===== src/rtl/pipelined_control_unit.sv =====
// RV32I decode/control for a 5-stage pipeline: decodes ID, carries control through ID/EX, EX/MEM, MEM/WB.
// Latency: decoded bundle appears on EX outputs 1 cycle after ID, MEM after 2, WB after 3.
// Backpressure: stall holds PC/IF-ID and injects a bubble; flush (taken branch/jump) overrides stall.
//
// Ports:
//   clk, reset_n                 clock, async active-low reset
//   id_valid, id_opcode, id_fun3, id_fun7_5, id_rs1, id_rs2, id_rd   ID-stage instruction fields
//   ex_zero, ex_less             EX-stage ALU flags for branch resolution
//   id_illegal                   ID opcode outside RV32I base set (id_valid-gated)
//   stall, flush, pc_sel         hazard / redirect controls
//   ex_alu_ctrl, ex_alu_src      EX-stage ALU controls
//   fwd_a, fwd_b                 operand forwarding selects (00 regfile, 10 EX/MEM, 01 MEM/WB)
//   mem_write, mem_read          MEM-stage memory controls
//   wb_reg_write, wb_mem_to_reg, wb_rd   WB-stage writeback controls
module pipelined_control_unit #(
  parameter int REG_AW = 5,
  parameter int ALU_CW = 4,
  parameter bit FWD_EN = 1'b1
) (
  input  logic              clk,
  input  logic              reset_n,
  input  logic              id_valid,
  input  logic [6:0]        id_opcode,
  input  logic [2:0]        id_fun3,
  input  logic              id_fun7_5,
  input  logic [REG_AW-1:0] id_rs1,
  input  logic [REG_AW-1:0] id_rs2,
  input  logic [REG_AW-1:0] id_rd,
  input  logic              ex_zero,
  input  logic              ex_less,
  output logic              id_illegal,
  output logic              stall,
  output logic              flush,
  output logic              pc_sel,
  output logic [ALU_CW-1:0] ex_alu_ctrl,
  output logic              ex_alu_src,
  output logic [1:0]        fwd_a,
  output logic [1:0]        fwd_b,
  output logic              mem_write,
  output logic              mem_read,
  output logic              wb_reg_write,
  output logic              wb_mem_to_reg,
  output logic [REG_AW-1:0] wb_rd
);

  localparam logic [6:0] OP_R      = 7'b0110011;
  localparam logic [6:0] OP_I      = 7'b0010011;
  localparam logic [6:0] OP_LOAD   = 7'b0000011;
  localparam logic [6:0] OP_STORE  = 7'b0100011;
  localparam logic [6:0] OP_BRANCH = 7'b1100011;
  localparam logic [6:0] OP_JAL    = 7'b1101111;
  localparam logic [6:0] OP_JALR   = 7'b1100111;
  localparam logic [6:0] OP_LUI    = 7'b0110111;
  localparam logic [6:0] OP_AUIPC  = 7'b0010111;

  localparam logic [ALU_CW-1:0] ALU_ADD  = ALU_CW'(0);
  localparam logic [ALU_CW-1:0] ALU_SUB  = ALU_CW'(1);
  localparam logic [ALU_CW-1:0] ALU_SLL  = ALU_CW'(2);
  localparam logic [ALU_CW-1:0] ALU_SLT  = ALU_CW'(3);
  localparam logic [ALU_CW-1:0] ALU_SLTU = ALU_CW'(4);
  localparam logic [ALU_CW-1:0] ALU_XOR  = ALU_CW'(5);
  localparam logic [ALU_CW-1:0] ALU_SRL  = ALU_CW'(6);
  localparam logic [ALU_CW-1:0] ALU_SRA  = ALU_CW'(7);
  localparam logic [ALU_CW-1:0] ALU_OR   = ALU_CW'(8);
  localparam logic [ALU_CW-1:0] ALU_AND  = ALU_CW'(9);

  // Control bundle carried down the pipe; all-zero is a bubble.
  typedef struct packed {
    logic              vld;
    logic              reg_write;
    logic              mem_read;
    logic              mem_write;
    logic              mem_to_reg;
    logic              branch;
    logic              jump;
    logic              alu_src;
    logic [ALU_CW-1:0] alu_ctrl;
    logic [2:0]        fun3;
    logic [REG_AW-1:0] rs1;
    logic [REG_AW-1:0] rs2;
    logic [REG_AW-1:0] rd;
  } ctrl_t;

  ctrl_t ex_q, ex_d, mem_q, wb_q;
  ctrl_t dec;
  logic  use_rs1, use_rs2, dec_ill;
  logic  hazard, taken;

  // Register/immediate ALU op; alt selects SUB/SRA where the encoding allows it.
  function automatic logic [ALU_CW-1:0] alu_op(input logic [2:0] f3, input logic alt);
    logic [ALU_CW-1:0] op;
    case (f3)
      3'b000:  op = alt ? ALU_SUB : ALU_ADD;
      3'b001:  op = ALU_SLL;
      3'b010:  op = ALU_SLT;
      3'b011:  op = ALU_SLTU;
      3'b100:  op = ALU_XOR;
      3'b101:  op = alt ? ALU_SRA : ALU_SRL;
      3'b110:  op = ALU_OR;
      default: op = ALU_AND;
    endcase
    return op;
  endfunction

  // True when a valid writer stage targets a source register that ID actually reads.
  function automatic logic rd_hit(input ctrl_t s, input logic u1, input logic u2,
                                  input logic [REG_AW-1:0] r1, input logic [REG_AW-1:0] r2);
    return s.vld && s.reg_write && (s.rd != '0) &&
           ((u1 && (r1 == s.rd)) || (u2 && (r2 == s.rd)));
  endfunction

  function automatic logic [1:0] fwd_sel(input logic [REG_AW-1:0] rs);
    logic [1:0] sel;
    sel = 2'b00;
    if (FWD_EN) begin
      if (mem_q.vld && mem_q.reg_write && (mem_q.rd != '0) && (mem_q.rd == rs))
        sel = 2'b10;
      else if (wb_q.vld && wb_q.reg_write && (wb_q.rd != '0) && (wb_q.rd == rs))
        sel = 2'b01;
    end
    return sel;
  endfunction

  // ---------------------------------------------------------------- decode
  always_comb begin
    dec     = '0;
    use_rs1 = 1'b0;
    use_rs2 = 1'b0;
    dec_ill = 1'b0;
    case (id_opcode)
      OP_R: begin
        dec.reg_write = 1'b1;
        dec.alu_ctrl  = alu_op(id_fun3, id_fun7_5);
        use_rs1       = 1'b1;
        use_rs2       = 1'b1;
      end
      OP_I: begin
        // instr[30] is an immediate bit except for the SRAI/SRLI split.
        dec.reg_write = 1'b1;
        dec.alu_src   = 1'b1;
        dec.alu_ctrl  = alu_op(id_fun3, id_fun7_5 && (id_fun3 == 3'b101));
        use_rs1       = 1'b1;
      end
      OP_LOAD: begin
        dec.reg_write  = 1'b1;
        dec.mem_read   = 1'b1;
        dec.mem_to_reg = 1'b1;
        dec.alu_src    = 1'b1;
        dec.alu_ctrl   = ALU_ADD;
        use_rs1        = 1'b1;
      end
      OP_STORE: begin
        dec.mem_write = 1'b1;
        dec.alu_src   = 1'b1;
        dec.alu_ctrl  = ALU_ADD;
        use_rs1       = 1'b1;
        use_rs2       = 1'b1;
      end
      OP_BRANCH: begin
        dec.branch = 1'b1;
        case (id_fun3[2:1])
          2'b10:   dec.alu_ctrl = ALU_SLT;
          2'b11:   dec.alu_ctrl = ALU_SLTU;
          default: dec.alu_ctrl = ALU_SUB;
        endcase
        use_rs1 = 1'b1;
        use_rs2 = 1'b1;
      end
      OP_JAL: begin
        dec.jump      = 1'b1;
        dec.reg_write = 1'b1;
        dec.alu_src   = 1'b1;
        dec.alu_ctrl  = ALU_ADD;
      end
      OP_JALR: begin
        dec.jump      = 1'b1;
        dec.reg_write = 1'b1;
        dec.alu_src   = 1'b1;
        dec.alu_ctrl  = ALU_ADD;
        use_rs1       = 1'b1;
      end
      OP_LUI, OP_AUIPC: begin
        dec.reg_write = 1'b1;
        dec.alu_src   = 1'b1;
        dec.alu_ctrl  = ALU_ADD;
      end
      default: dec_ill = 1'b1;
    endcase
    if (!dec_ill) begin
      dec.vld  = 1'b1;
      dec.fun3 = id_fun3;
      dec.rs1  = id_rs1;
      dec.rs2  = id_rs2;
      dec.rd   = id_rd;
    end
    // Writes to x0 are dropped here so no later stage ever sees them as a writer.
    if (id_rd == '0) dec.reg_write = 1'b0;
  end

  assign id_illegal = reset_n && id_valid && dec_ill;

  // ------------------------------------------------------------- hazards
  always_comb begin
    if (FWD_EN)
      hazard = id_valid && ex_q.mem_read && rd_hit(ex_q, use_rs1, use_rs2, id_rs1, id_rs2);
    else
      hazard = id_valid && (rd_hit(ex_q, use_rs1, use_rs2, id_rs1, id_rs2) ||
                            rd_hit(mem_q, use_rs1, use_rs2, id_rs1, id_rs2));
  end

  // ------------------------------------------------------ branch resolve
  always_comb begin
    case (ex_q.fun3)
      3'b000:         taken = ex_zero;
      3'b001:         taken = !ex_zero;
      3'b100, 3'b110: taken = ex_less;
      3'b101, 3'b111: taken = !ex_less;
      default:        taken = 1'b0;
    endcase
  end

  assign pc_sel = ex_q.vld && (ex_q.jump || (ex_q.branch && taken));
  assign flush  = pc_sel;
  // The stalled instruction is being squashed anyway when a redirect fires.
  assign stall  = hazard && !flush;

  // ------------------------------------------------------- stage advance
  assign ex_d = (stall || flush || !id_valid) ? '0 : dec;

  always_ff @(posedge clk or negedge reset_n) begin
    if (!reset_n) begin
      ex_q  <= '0;
      mem_q <= '0;
      wb_q  <= '0;
    end else begin
      ex_q  <= ex_d;
      mem_q <= ex_q;
      wb_q  <= mem_q;
    end
  end

  // ------------------------------------------------------------ outputs
  assign ex_alu_ctrl   = ex_q.alu_ctrl;
  assign ex_alu_src    = ex_q.alu_src;
  assign fwd_a         = fwd_sel(ex_q.rs1);
  assign fwd_b         = fwd_sel(ex_q.rs2);
  assign mem_write     = mem_q.mem_write;
  assign mem_read      = mem_q.mem_read;
  assign wb_reg_write  = wb_q.reg_write && (wb_q.rd != '0);
  assign wb_mem_to_reg = wb_q.mem_to_reg;
  assign wb_rd         = wb_q.rd;

  // Bundle fields that later stages carry but no longer consume.
  logic unused_bits;
  assign unused_bits = ^{ex_q.mem_write, ex_q.mem_to_reg,
                         mem_q.mem_to_reg, mem_q.branch, mem_q.jump, mem_q.alu_src,
                         mem_q.alu_ctrl, mem_q.fun3, mem_q.rs1, mem_q.rs2,
                         wb_q.mem_read, wb_q.mem_write, wb_q.branch, wb_q.jump,
                         wb_q.alu_src, wb_q.alu_ctrl, wb_q.fun3, wb_q.rs1, wb_q.rs2};

endmodule


===== config.mk =====
export PLATFORM = sky130hd
export DESIGN_NAME = pipelined_control_unit
export DESIGN_NICKNAME = d
export VERILOG_FILES = /design/src/rtl/pipelined_control_unit.sv
export SDC_FILE = /design/constraint.sdc
export NUM_CORES = 1
export LEC_CHECK = 0
export ABC_AREA = 1
export CORE_UTILIZATION = 45
export DETAILED_ROUTE_END_ITERATION = 16
export HOLD_SLACK_MARGIN = 0.08
export PLACE_DENSITY = 0.71
export SYNTH_ARGS = -nofsm -noshare
export SYNTH_HDL_FRONTEND = slang
export SYNTH_SLANG_ARGS = --single-unit

===== constraint.sdc =====
create_clock -name clk -period 1.4 [get_ports clk]
set_input_delay 0.21 -clock clk [delete_from_list [all_inputs] [get_ports clk]]
set_output_delay 0.21 -clock clk [all_outputs]
set_load 0.03 [all_outputs]

==> results.yml, run 1 <==
run_status:
  status: "finished with violations"
  violations: "setup timing"
layout:
  num_antenna_cells: 0
  nets: 402
  largest_reg_flops: 24
  fillers: 300
  largest-register: "ex_q"
  area_growth_syn_to_layout_pct: 61.5
  drive_above_1_share: 0.465
  design_area_um2: 3810
pwr:
  switching_power_mw: 0.718
  p_per_area_nw_per_um2: 694
  power.internal_mw: 1.93
  p_clk_frac: 0.310
  max-vdd-ir-drop_mv: 0.505
  p_leak_nw: 1.85
  swShare: 0.272
  p_comb_frac: 0.175
  p_seq_frac: 0.514
  p_total_mw: 2.64
setup_path:
  cp-start-kind: "register"
  crit_slowest_cell: "dfrtp_2"
  regToRegEndpoint: "ex_q[6]$_DFF_PN0_"
  cp.required_ps: 1190
  cp_max_fo: 5
  worstSetupEndpointType: "output port"
  reg2regPathDepth: 11
  path_cells: "buf_4 -> buf_6 -> nor3_2 -> a31o_2 -> inv_2 -> nand2_2 -> nor2_4 -> buf_6"
  r2r_start: "ex_q[4]$_DFF_PN0_"
  max_stage_delay_ps: 450
  rrSetupSlack_ps: -390
  worstSetupPathType: "reg -> out"
  crit_top_cell: "buf_6"
  crit_arrival_ps: 1630
timing:
  period_needed_ps: 1840
  fin_ws_ps: -436
  slew_headroom: 0.622
  hold_viol: 0
  setup_violations: 37
  rsz0062_at_grt: "yes"
  fin_worst_skew_ps: 11.4
  tightestPinTransition_ps: 566
  fmax_mhz: 545
  setup_tns_ps: -11010
  slew_viol_final: 0
  post-route-period-util: 1.31
global_routing:
  grt_overflow: 0
  met1_usage: 0.272
  grt_pass1_wl_mm: 9.24
  grt_use_met2: 0.405
  antenna_found_initial: 0
  busiest_layer: "met2"
  use_met3: 0.0366
  track_usage: 0.228
  grt_pass1_vias: 2033
  grt_max_degree: 47
clock_tree:
  cts.path.max_buffers: 2
  htreeDepth: 2
  clk_latency_ps: 310
  clkTransAtPathRegs_ps: 90
  cts_buffers: 5
  clockRootBuffer: "clkbuf_8"
  cts_sinks: 46
  cts_tree: "built"
die:
  rows: 25
  core_um2: 4880
  start_util: 0.484
  die_height_um: 74.4
  pin_count: 53
  die_w_um: 74.4
  die-area_um2: 5540
yosys:
  synth_top_area_share: 0.488
  synth_nets: 302
  synth_top_area_cell: "dfrtp_1"
  synthFlopType: "dfrtp_1"
  synthArstFlopShare: 1.00
  synth.area.top_cells: "dfrtp_1, nand2_1, nor2_1, xnor2_1, nor2_4"
  netlist_instances: 271
  synth_seq_cells: 46
  synth_common_cells: "nand2_1, dfrtp_1, nor2_1, inv_1, xnor2_1"
  yosysUniqueCellTypes: 29
  synth_area_um2: 2360
  synth.most_common_cell: "nand2_1"
  synth_edf_count: 0
  yosysSeqAreaShare: 0.488
  syn_area_per_cell_um2: 8.71
  ys_warn_count: 0
route:
  firstDrtPassIters: 4
  drt_iter0_markers: 88
  drc: 0
  num_vias: 2084
  final_antenna_net_count: 0
  wirelength_mm: 5.96
  post_drt_wl_per_cell_um: 13.6
  viasPerCell: 4.75
hold_path:
  worstHoldStart: "id_opcode[5]"
  min_path_type: "in -> reg"
  hold_depth: 5
  worstHoldEndpoint: "ex_q[23]$_DFF_PN0_"
placed_design:
  place.gp.congestion: 0.906
  io_buffer_count: 52
  hpwl_mm: 3.89
  placed_cell_area_um2: 3180
run:
  max-cap-violations: 0
power by group through the flow:
stage / Clock, mW / Sequential, mW / Combinational (mW)
2_1_floorplan: 0 / 1.38 / 0.154
3_3_place_gp: 0 / 1.38 / 0.356
3_5_place_dp: 0 / 1.38 / 0.363
4_1_cts: 0.828 / 1.36 / 0.444
5_1_grt: 0.906 / 1.36 / 0.499
6_report: 0.820 / 1.36 / 0.463
kinds of logic (layout without fill, tap and decap cells):
kind of cell              count (synthesis)  count (layout)  share of synthesized area
and+or+nand+nor                         140             140                      0.277
DFF                                      46              46                      0.488
buffers and inverters                    45             146                      0.101
xor gates and xnor gates                 26              26                     0.0965
AOI/OAI and AO/OA                        14              14                     0.0376
placed cells by master (no fill, tap or decap), drive strengths merged:
cell / synthesis / layout
clkbuf: 0 / 11
a21oi: 5 / 5
nor2: 53 / 53
clkinvlp: 0 / 1
nand4: 3 / 3
clkinv: 0 / 2
buf: 14 / 69
nor4: 2 / 2
a21boi: 1 / 1
xnor2: 16 / 16
nor3: 4 / 4
dlygate4sd2: 0 / 12
or3: 1 / 1
dfrtp: 46 / 46
xor2: 10 / 10
dlygate4sd3: 0 / 1
nand3: 11 / 11
inv: 31 / 31
clkdlybuf4s50: 0 / 18
a31oi: 2 / 2
a31o: 1 / 1
o21ai: 4 / 4
dlymetal6s2s: 0 / 1
o31ai: 1 / 1
nand2: 66 / 66
routing by layer:
layer,up-vias,share of wire
li1,1029,-
met1,996,0.42
met2,49,0.54
met3,10,0.023
met4,0,0.024
met5,-,0
area by class of cell:
type	count	area, um^2	share of cell area
Inverter	31	121	0.0319
Clock buffer	5	68.8	0.0181
Clock inverter	3	21.3	0.00558
Tap cell	67	83.8	0.0220
Timing Repair Buffer	107	1030	0.270
Sequential cell	46	1160	0.304
Multi-Input combinational cell	180	1330	0.348
worst max-delay path by stage:
stage                     slack [ps]                  to  cells after the start               start
after global placement          -430               stall                     10        id_opcode[5]
after detailed placement        -440               stall                     10        id_opcode[5]
after floorplan                 -140  ex_q[28]$_DFF_PN0_                     10  ex_q[17]$_DFF_PN0_
final                           -440               stall                      8   ex_q[4]$_DFF_PN0_
after CTS                       -370            fwd_b[1]                      5  mem_q[2]$_DFF_PN0_
after global routing            -530               stall                     11   ex_q[4]$_DFF_PN0_
worst max-delay path, delay by kind of cell (launching register included):
kind	cells	cell delay, ps
DFF	1	450
buffers and inverters	4	410
and+or+nand+nor	3	290
AOI/OAI and AO/OA	1	170
stage by stage:
step                      utilization  setup slack, ps  hold WS (ps)  instances
final                           0.781             -436           339        439
after CTS                       0.753             -369           326        432
after global placement          0.652             -426           335        410
after global routing            0.781             -531           352        439
after floorplan                     -             -137         -85.6        271
after detailed placement        0.652             -444           335        410
timing repair:
item                                    in CTS  in global routing
pin swaps                                   34                 27
endpoints found under the setup margin      51                 42
resized for setup                          115                 43
endpoints found under the hold margin       46                  0
cloned                                       3                  0
buffers inserted                            10                  7
hold buffers                                 1                  0
Note: power is estimated with default switching activity, not from simulation.
==> run 2: changes to the inputs <==
==> constraint.sdc (replaced) <==
create_clock -name clk -period 1.4 [get_ports clk]
set_input_delay 0.21 -clock clk [delete_from_list [all_inputs] [get_ports clk]]
set_output_delay 0.21 -clock clk [all_outputs]
set_load 0.1 [all_outputs]
==> results.yml, run 2 (synthesis results as in run 1) <==
route:
  drc: 0
  firstDrtPassIters: 4
  viasPerCell: 5.07
  final_antenna_net_count: 0
  drt_iter0_markers: 81
  num_vias: 2234
  wirelength_mm: 6.96
  post_drt_wl_per_cell_um: 15.8
layout:
  largest_reg_flops: 24
  nets: 404
  final_util: 0.824
  drive_above_1_share: 0.455
  final_cell_mix: "nand2_1, buf_4, dfrtp_1"
  largest-register: "ex_q"
  num_antenna_cells: 0
  area_growth_syn_to_layout_pct: 70.5
  design_area_um2: 4020
  final_common_cell: "nand2_1"
setup_path:
  worstSetupPathType: "reg -> out"
  rrSetupSlack_ps: -350
  crit_arrival_ps: 1760
  cp-start-kind: "register"
  worstSetupEndpointType: "output port"
  cp.required_ps: 1190
  cp_max_fo: 4
timing:
  fin_worst_skew_ps: 14.4
  fin_ws_ps: -574
  post-route-period-util: 1.41
  slew_headroom: 0.615
  slew_viol_final: 0
  tightestPinTransition_ps: 577
  setup_violations: 38
  rsz0062_at_grt: "yes"
  period_needed_ps: 1970
  hold_viol: 0
  fmax_mhz: 506
pwr:
  p_total_mw: 2.88
  p_seq_frac: 0.473
  switching_power_mw: 0.729
  p_comb_frac: 0.167
  swShare: 0.253
  p_leak_nw: 1.91
  max-vdd-ir-drop_mv: 0.626
  power.internal_mw: 2.15
  p_per_area_nw_per_um2: 716
  p_clk_frac: 0.360
run:
  max-cap-violations: 0
clock_tree:
  cts_tree: "built"
  cts_buffers: 5
  cts_sinks: 46
  clkTransAtPathRegs_ps: 90
  clockRootBuffer: "clkbuf_8"
  clk_latency_ps: 310
  htreeDepth: 2
  cts.path.max_buffers: 2
global_routing:
  track_usage: 0.253
  grt_overflow: 0
  antenna_found_initial: 0
  grt_pass1_wl_mm: 10.1
  grt_max_degree: 47
  grt_pass1_vias: 2166
placed_design:
  place.gp.congestion: 0.834
  hpwl_mm: 4.04
  io_buffer_count: 52
  dp_slack_ps: -556
  placed_cell_area_um2: 3490
run_status:
  status: "finished with violations"
  violations: "setup timing"
die:
  core_um2: 4880
  die_height_um: 74.4
  start_util: 0.484
  die_w_um: 74.4
  pin_count: 53
  rows: 25
  die-area_um2: 5540
hold_path:
  min_path_type: "in -> reg"
[run 2: cell count changes in the layout (fill, tap and decap cells not counted), moves of 3 or more]
cell,change
buf_12,+20
buf_2,-3
buf_4,+6
buf_6,-6
clkbuf_2,-6
dlygate4sd2_1,-9
nand2_2,-4
nor2_1,+13
nor2_2,-5
nor2_4,-8
[run 2: stage by stage]
stage | hold slack (ps) | cells | TNS (ps)
after floorplan | -85.6 | 271 | -17870
after global placement | 334 | 413 | -16050
after detailed placement | 335 | 413 | -16920
after CTS | 300 | 433 | -8140
after global routing | 311 | 441 | -15470
final | 293 | 441 | -12740
[run 2: cell type report]
cell class,count,area [um^2]
flip-flops and latches,46,1160
repair buffers,109,1270
clock buffers,7,86.3
clock inverters,1,30.0
fillers,276,857
multi-input cells,180,1270
well taps,67,83.8
inverters,31,124
[run 2: final timing paths]
kind / startpoint / end / cells past startpoint
worst max-delay path: mem_q[0]$_DFF_PN0_ / fwd_b[0] / 7
worst min-delay path: id_opcode[0] / ex_q[23]$_DFF_PN0_ / 5
worst max register to register: ex_q[4]$_DFF_PN0_ / ex_q[9]$_DFF_PN0_ / 12
worst min register to register: ex_q[26]$_DFF_PN0_ / mem_write$_DFF_PN0_ / 0
max in group asynchronous: reset_n / ex_q[7]$_DFF_PN0_ / 3
min in group asynchronous: reset_n / ex_q[29]$_DFF_PN0_ / 3
[run 2: timing repair]
action                     4_1_cts  5_1_grt
buffers inserted                10       10
setup endpoints to repair       38       38
pin swaps                       29       18
gates resized for setup         75       30
hold endpoints to repair        46        0
cloned                           2        0
hold buffers                     1        0
[run 2: critical path: stages, from the launching register on]
cell and delay (ps):
dfrtp_2 470, buf_6 140, xnor2_2 130, nand3_2 120, nor4_4 220, buf_4 180
nor2_4 40, buf_12 160
[run 2: routing by layer]
layer | part of all wire | GRT usage | wire [um] | vias to the layer above
met1 | 0.37 | 0.286 | 2580 | 1097
met2 | 0.56 | 0.458 | 3890 | 89
li1 | - | - | - | 1026
met5 | 0 | 0 | 0 | -
met3 | 0.040 | 0.0366 | 282 | 22
met4 | 0.030 | 0.134 | 208 | 0
[run 2: power by group through the flow]
stage | clock (mW) | sequential [mW] | combinational (mW)
CTS | 1.02 | 1.36 | 0.437
global route | 1.10 | 1.36 | 0.514
floorplan | 0 | 1.39 | 0.187
detailed placement | 0 | 1.39 | 0.399
global placement | 0 | 1.38 | 0.393
finish | 1.04 | 1.36 | 0.481
==> run 3: changes to the inputs <==
--- a/config.mk
+++ b/config.mk
@@ -6,10 +6,10 @@
 export NUM_CORES = 1
 export LEC_CHECK = 0
 export ABC_AREA = 1
-export CORE_UTILIZATION = 45
+export CORE_UTILIZATION = 30
 export DETAILED_ROUTE_END_ITERATION = 16
 export HOLD_SLACK_MARGIN = 0.08
-export PLACE_DENSITY = 0.71
+export PLACE_DENSITY = 0.5
 export SYNTH_ARGS = -nofsm -noshare
 export SYNTH_HDL_FRONTEND = slang
 export SYNTH_SLANG_ARGS = --single-unit
==> results.yml, run 3 (synthesis results as in run 1) <==
global_routing:
  grt_max_degree: 47
  track_usage: 0.152
  grt_overflow: 0
  grt_pass1_vias: 2138
  antenna_found_initial: 0
  grt_pass1_wl_mm: 9.89
route:
  final_antenna_net_count: 0
  wirelength_mm: 5.92
  drt_iter0_markers: 73
  viasPerCell: 4.24
  num_vias: 2077
  firstDrtPassIters: 4
  post_drt_wl_per_cell_um: 12.1
  drc: 0
placed_design:
  dp_slack_ps: -554
  place_inst: 454
  placed_cell_area_um2: 3600
  io_buffer_count: 52
  place.gp.congestion: 0.873
  hpwl_mm: 4.24
timing:
  fin_worst_skew_ps: 5.23
  post-route-period-util: 1.37
  fmax_mhz: 521
  tightestPinTransition_ps: 567
  rsz0062_at_grt: "yes"
  hold_viol: 0
  period_needed_ps: 1920
  fin_ws_ps: -518
  setup_violations: 37
  hold_ws_ps: 251
  slew_viol_final: 0
  slew_headroom: 0.622
layout:
  drive_above_1_share: 0.471
  design_area_um2: 4240
  multiInputGateArea_um2: 1260
  num_antenna_cells: 0
  area_growth_syn_to_layout_pct: 79.9
  fillers: 657
  instances_no_fill: 490
  ff_latch_area_um2: 1160
  largest-register: "ex_q"
  nets: 421
  final_common_cell: "nand2_1"
  largest_reg_flops: 24
  final_cell_mix: "nand2_1, buf_4, dfrtp_1"
clock_tree:
  clkTransAtPathRegs_ps: 80
  cts_tree: "built"
  cts.path.max_buffers: 2
  htreeDepth: 2
  clk_latency_ps: 300
  cts_buffers: 5
  cts_sinks: 46
  clockRootBuffer: "clkbuf_8"
pwr:
  p_per_area_nw_per_um2: 682
  p_leak_nw: 2.01
  max-vdd-ir-drop_mv: 0.413
hold_path:
  worstHoldStart: "id_rs1[4]"
  min_path_type: "in -> reg"
die:
  die-area_um2: 8220
  die_height_um: 90.7
  start_util: 0.319
  rows: 31
  pin_count: 53
  die_w_um: 90.7
  core_um2: 7410
setup_path:
  cp-startpoint: "mem_q[3]$_DFF_PN0_"
  r2r_start: "ex_q[4]$_DFF_PN0_"
  worstSetupPathType: "reg -> out"
  cp.required_ps: 1190
  crit_arrival_ps: 1710
  worstSetupEndpointType: "output port"
  cp-start-kind: "register"
  cp_max_fo: 4
run:
  max-cap-violations: 0
run_status:
  violations: "setup timing"
  status: "finished with violations"
-- run 3: path summary, 6_finish.rpt --
path / endpoint / slack, ps / cells after the start
worst max-delay path: fwd_a[0] / -520 / 6
worst min-delay path: ex_q[14]$_DFF_PN0_ / 250 / 3
worst max register to register: ex_q[28]$_DFF_PN0_ / -290 / 13
worst min register to register: mem_write$_DFF_PN0_ / 350 / 0
max in group asynchronous: mem_q[1]$_DFF_PN0_ / 430 / 3
min in group asynchronous: ex_alu_src$_DFF_PN0_ / 540 / 3
-- run 3: cell type report --
class                      count  share of cell area
timing repair buffer         126               0.343
multi-input combinational    180               0.297
sequential                    46               0.273
inverter                      31              0.0304
tap                           99              0.0292
clock buffer                   7              0.0203
clock inverter                 1             0.00708
-- run 3: power breakdown --
group	switching, mW	internal (mW)	total, mW
Sequential	0.0168	1.34	1.36
Clock	0.433	0.582	1.01
Combinational	0.255	0.263	0.518
-- run 3: repair_timing --
action,in CTS,in global routing
hold endpoints to repair,46,0
gates resized for setup,74,53
endpoints found under the setup margin,38,39
setup buffers,21,13
pin swaps,10,24
hold buffers,1,0
cloned,4,0
-- run 3: metrics by stage --
stage | TNS, ps | power [mW] | util
floorplan | -17870 | 1.57 | -
global placement | -17160 | 1.79 | 0.486
detailed placement | -16760 | 1.80 | 0.486
CTS | -8030 | 2.92 | 0.553
global route | -13370 | 3.02 | 0.573
finish | -10050 | 2.89 | 0.573
-- run 3: metal layers --
metal  vias up  global-route usage  share of wire
met4         0              0.0578          0.022
met3        12              0.0227          0.030
met5         -                   0              0
li1       1058                   -              -
met2        47               0.261           0.51
met1       960               0.191           0.44
-- run 3: worst max-delay path, stage by stage, from the launching register on --
cell	delay (ps)
dfrtp_2	460
buf_4	160
xor2_2	150
nor4_4	270
buf_4	180
nor2_4	40
buf_12	160
==> patch 1 (flow settings as in run 3) <==
Make the reset (`reset_n`) synchronous in one clocked block. Comments in the files are not updated.
--- a/src/rtl/pipelined_control_unit.sv
+++ b/src/rtl/pipelined_control_unit.sv
@@ -227,7 +227,7 @@
   // ------------------------------------------------------- stage advance
   assign ex_d = (stall || flush || !id_valid) ? '0 : dec;
 
-  always_ff @(posedge clk or negedge reset_n) begin
+  always_ff @(posedge clk) begin
     if (!reset_n) begin
       ex_q  <= '0;
       mem_q <= '0;
Check against the original RTL: differs if reset_n is asserted again (counterexample within 4 cycles, from zero or initial values and one cycle with reset_n low); with reset_n held inactive, the same outputs for 10 cycles.
==> patch 1 against run 3 <==
The flow still finishes with violations (setup timing). Sequential power is 4% lower. Clock power is 20% lower. Non-clock buffer count is 13 lower. Core utilization is 2.8 points lower. Wire length is 6.3% lower. Setup slack better by 160 ps. Area after synthesis is 3.9% lower. Sequential cell count stayed put. Count of clock-buffer cells in the layout is 2 lower. Total power is 14% lower. Design area is 6.4% lower. Critical path depth stayed put. Critical path type unchanged. Largest power group unchanged.
==> patch 1: results <==
group,metric,value,unit
status,status,"finished with violations",
status,violations,"setup timing",
setup_path,critPathMaxFanout,4,
grt,grt_start_max_net_pins,18,
logic_synthesis,synth.distinct_cells,30,
hold_path,min-delay-start,"id_opcode[6]",
placement,placement.io_buffers,52,
detailed_routing,dr.pass1.iters,4,
clock_network,clk_lat_worst_skew,300,ps
sta,relSlewSlack,82.1,%
power_and_ir_drop,vdd_drop_max,0.000345,V
placement,dp_worst_setup_slack,-608,ps
sta,timing.clock.skew,9.58,ps
grt,vias_in_the_first_global_route,2024,
detailed_routing,drt-wirelength-per-cell,10.7,um
setup_path,r2r_cells,11,
setup_path,regToRegSetupSlack,-120,ps
logic_synthesis,yosysSeqAreaShare,40.6,%
logic_synthesis,synth.net_count,343,
detailed_routing,drt-initial-drc-count,56,
power_and_ir_drop,cellLeakagePower,0.00196,uW
grt,aggregate_global_routing_overflow,0,
finish,regMostFlops,"ex_q",
run,total_of_max_cap_violations,0,
sta,postLayoutSetupSlackWorst,-358,ps
grt,grt_usage,15.1,%
sta,setup_viol_count_final,37,
placement,routabilityCongestion,0.810,
clock_network,cts_buffer_depth,2,
setup_path,r2r_start,"ex_q[15]$_SDFF_PP0_",
grt,grt_antenna_before_repair,0,
grt,first_pass_grt_wire_length,9000,um
setup_path,crit_arrival,1550,ps
sta,setup_tns,-4560,ps
clock_network,path_clk_slew,90,ps
logic_synthesis,yosysWarningCount,0,
logic_synthesis,top_cells_by_area_in_the_synthesized_netlist,"sky130_fd_sc_hd__dfxtp_1 41%, sky130_fd_sc_hd__nand2_1 11%, sky130_fd_sc_hd__inv_1 9.9%, sky130_fd_sc_hd__nor2_1 6.6%, sky130_fd_sc_hd__xnor2_1 5.4%",
finish,antenna_cells,0,
clock_network,ctsHtreeMaxLevel,2,
finish,max_ffs_per_register,24,
hold_path,number_of_cells_traversed_by_the_worst_hold_path,4,
finish,final_net_count,451,
clock_network,tritoncts.num_buffers,5,
logic_synthesis,async_reset_ff_share,0,%
clock_network,cts.root.buffer_cell,"sky130_fd_sc_hd__clkbuf_8",
detailed_routing,dr_total_vias,2183,
logic_synthesis,most_instantiated_cells_after_synthesis,"64 x sky130_fd_sc_hd__nand2_1, 60 x sky130_fd_sc_hd__inv_1, 46 x sky130_fd_sc_hd__dfxtp_1, 40 x sky130_fd_sc_hd__nor2_1",
finish,final_layout_size_suffix_gt1_share,46.8,%
setup_path,cp-startpoint,"mem_q[4]$_SDFF_PN0_",
finish,fillerInstances,704,
placement,dp_hpwl,4080,um
hold_path,timing.hold.worst.class,"input port to flop",
[patch 1: path summary, 6_finish.rpt]
kind                                to
setup / recovery              fwd_b[0]
hold / removal     ex_q[26]$_SDFF_PP0_
setup reg to reg   ex_q[17]$_SDFF_PP0_
hold reg to reg   mem_write$_SDFF_PN0_
[patch 1: metrics by stage]
step,cells,hold slack [ps],instance area [um2]
CTS,512,255,3780
floorplan,312,322,2380
detailed placement,495,404,3490
finish,520,284,3970
global placement,495,400,3490
global route,520,306,3970
[patch 1: logic make-up (layout without fill, tap and decap cells)]
kind of cell | Yosys count | in the layout | share of synthesized area [%]
xor gates and xnor gates | 23 | 23 | 8.88
AOI/OAI and AO/OA | 16 | 16 | 4.85
buffers and inverters | 77 | 185 | 14.9
DFF | 46 | 46 | 40.6
and+or+nand+nor | 150 | 151 | 30.8
[patch 1: routing by layer]
| layer | wire [um] | track usage [%] | vias up |
|---|---|---|---|
| li1 | - | - | 1147 |
| met1 | 2330 | 18.3 | 989 |
| met2 | 2950 | 26.9 | 38 |
| met3 | 182 | 3.23 | 9 |
| met4 | 80 | 4.33 | 0 |
| met5 | 0 | 0 | - |
[patch 1: final cells by class]
class	instances	area, um2	area share [%]
sequential	46	955	24.0
multi-input combinational	190	1310	33.0
tap	99	124	3.12
inverter	64	243	6.11
clock inverter	3	21.3	0.535
clock buffer	5	68.8	1.73
timing repair buffer	113	1250	31.5
[patch 1: where the power goes]
part	leakage (uW)	switching, uW	internal [uW]
registers	0.000381	7.54	1310
clock network	0.0000441	456	351
logic	0.00154	180	174
total	0.00196	643	1830
[patch 1: timing repair]
| action | CTS | global route |
|---|---|---|
| pin swaps | 31 | 19 |
| setup endpoints to repair | 38 | 38 |
| resized for setup | 84 | 38 |
| hold endpoints to repair | 0 | 0 |
| buffers inserted | 8 | 8 |
| cloned | 1 | 2 |
| hold buffers | 0 | 0 |
[patch 1: critical path, cell delays in order (launching register included)]
cell and delay, ps:
sky130_fd_sc_hd__dfxtp_4 400, sky130_fd_sc_hd__xnor2_2 120, sky130_fd_sc_hd__nand3_2 110, sky130_fd_sc_hd__nor4_4 250
sky130_fd_sc_hd__buf_4 170, sky130_fd_sc_hd__nor2_4 30, sky130_fd_sc_hd__buf_12 160
==> patch 2 (config.mk and constraints of run 3) <==
Made on the original files. Set the parameter `ALU_CW` to 5 (it was 4).
--- a/src/rtl/pipelined_control_unit.sv
+++ b/src/rtl/pipelined_control_unit.sv
@@ -14,7 +14,7 @@
 //   wb_reg_write, wb_mem_to_reg, wb_rd   WB-stage writeback controls
 module pipelined_control_unit #(
   parameter int REG_AW = 5,
-  parameter int ALU_CW = 4,
+  parameter int ALU_CW = 5,
   parameter bit FWD_EN = 1'b1
 ) (
   input  logic              clk,
Ports: changed (resized ex_alu_ctrl); port bits go from 53 to 54. The function was not compared with the original's and may differ.
==> patch 2 against run 3 <==
The flow still finishes with violations (setup timing). Sequential power barely moved. Setup slack improved by 44 ps. Design area is 3.1% lower. Area after synthesis rose by 0.48%. Global-route usage down 0.82 points. Sequential share of layout area rose by 0.91 points. First-iteration DRC count increased by 5.5%. Wire length down 3.9%. Sequential cell count stayed put. Total power decreased by 0.76%. Synthesized cell count is 0.74% higher. Largest cell class unchanged. Largest power group unchanged. Highest routed layer unchanged.
==> patch 2: results <==
group,metric,value,unit
status,status,"finished with violations",
status,violations,"setup timing",
logic_synthesis,yosysSeqAreaShare,48.5,%
setup_path,crit_family,"flip-flops",
setup_path,worst_path_slowest_cell,"sky130_fd_sc_hd__dfrtp_2",
logic_synthesis,async_reset_ff_share,100,%
detailed_routing,dr_total_vias,2032,
clock_network,ctsHtreeMaxLevel,2,
setup_path,regToRegEndpoint,"ex_q[12]$_DFF_PN0_",
logic_synthesis,top_cells_by_area_in_the_synthesized_netlist,"sky130_fd_sc_hd__dfrtp_1 49%, sky130_fd_sc_hd__nand2_1 9.8%, sky130_fd_sc_hd__nor2_1 6.5%, sky130_fd_sc_hd__xnor2_1 5.9%, sky130_fd_sc_hd__nor2_4 4.7%",
sta,setup_viol_count_final,37,
logic_synthesis,most_instantiated_cells_after_synthesis,"62 x sky130_fd_sc_hd__nand2_1, 46 x sky130_fd_sc_hd__dfrtp_1, 41 x sky130_fd_sc_hd__nor2_1, 22 x sky130_fd_sc_hd__inv_1, 16 x sky130_fd_sc_hd__xnor2_1",
grt,vias_in_the_first_global_route,1928,
grt,first_pass_grt_wire_length,9400,um
power_and_ir_drop,cellLeakagePower,0.00193,uW
setup_path,critPathMaxFanout,4,
clock_network,cts.root.buffer_cell,"sky130_fd_sc_hd__clkbuf_8",
logic_synthesis,yosysWarningCount,0,
power_and_ir_drop,vdd_drop_max,0.000363,V
setup_path,critical_path.max_stage_delay,450,ps
sta,hold_ws,53.8,ps
sta,relSlewSlack,61.7,%
finish,regMostFlops,"ex_q",
grt,grt_usage,14.4,%
finish,fillerInstances,711,
logic_synthesis,synth.distinct_cells,30,
finish,antenna_cells,0,
grt,grt_start_max_net_pins,47,
run,total_of_max_cap_violations,0,
logic_synthesis,postSynth.topFlopCell,"sky130_fd_sc_hd__dfrtp_1",
placement,routabilityCongestion,0.807,
detailed_routing,drt_drc_violations_left,0,
clock_network,clk_lat_worst_skew,290,ps
setup_path,r2r_start,"ex_q[4]$_DFF_PN0_",
finish,final_net_count,407,
setup_path,crit_arrival,1660,ps
placement,detailed_place.area,3570,um2
sta,timing.clock.skew,4.02,ps
placement,dp_hpwl,4170,um
detailed_routing,drt-wirelength-per-cell,11.9,um
finish,max_ffs_per_register,24,
detailed_routing,dr.pass1.iters,4,
detailed_routing,drt-initial-drc-count,77,
sta,postLayoutSetupSlackWorst,-473,ps
finish,final_layout_size_suffix_gt1_share,46.5,%
logic_synthesis,synth.net_count,304,
clock_network,cts_buffer_depth,2,
setup_path,r2r_cells,11,
setup_path,cp-startpoint,"mem_q[0]$_DFF_PN0_",
clock_network,path_clk_slew,80,ps
setup_path,regToRegSetupSlack,-400,ps
hold_path,timing.hold.worst.class,"input port to async pin",
grt,grt_antenna_before_repair,0,
[patch 2: cell types whose count changed after synthesis, sizes merged]
cell	run 3	this run
buf	14	15
conb	0	1
[patch 2: cells by family (layout without fill, tap and decap cells)]
family | Yosys count | count (layout) | synth area share, %
DFF | 46 | 46 | 48.5
and+or+nand+nor | 140 | 140 | 27.6
xor gates and xnor gates | 26 | 26 | 9.60
other | 1 | 1 | 0.158
buffers and inverters | 46 | 149 | 10.3
AOI/OAI and AO/OA | 14 | 14 | 3.75
[patch 2: worst max-delay path by stage]
stage	endpoint	slack [ps]	cells past startpoint
floorplan	fwd_a[0]	-960	3
global placement	stall	-540	10
detailed placement	stall	-530	10
CTS	fwd_b[1]	-510	6
global route	stall	-570	11
finish	fwd_b[0]	-470	6
[patch 2: area by class of cell]
class / instances / area (um2) / area share (%)
tap: 102 / 128 / 3.10
multi-input combinational: 181 / 1270 / 31.0
inverter: 31 / 126 / 3.07
clock buffer: 6 / 82.6 / 2.01
clock inverter: 1 / 30.0 / 0.730
sequential: 46 / 1160 / 28.2
timing repair buffer: 111 / 1310 / 31.9
[patch 2: timing repair]
action | CTS | global route
cloned | 3 | 1
buffers inserted | 9 | 9
resized for setup | 63 | 44
pin swaps | 15 | 15
setup endpoints to repair | 38 | 38
[patch 2: power by group]
part	switching (uW)	total [uW]	internal [uW]
Clock	439	1010	572
Combinational	262	501	239
Sequential	16.6	1360	1340
Total	717	2870	2150
[patch 2: stage by stage]
stage | setup TNS (ps) | setup WS (ps) | total power (uW) | std cells
after floorplan | -17870 | -956 | 1590 | 273
after global placement | -15940 | -541 | 1800 | 453
after detailed placement | -16080 | -532 | 1810 | 453
after CTS | -12540 | -509 | 2870 | 472
after global routing | -15560 | -565 | 2990 | 478
final | -11690 | -473 | 2870 | 478
[patch 2: metal layers]
layer  part of all wire, %  up-vias  routed length (um)  track usage [%]
met2                    53       41                2990             24.4
li1                      -     1027                   -                -
met5                     0        -                   0                0
met3                   2.9        5                 165             2.36
met4                  0.81        0                  46             3.97
met1                    44      959                2490             18.9
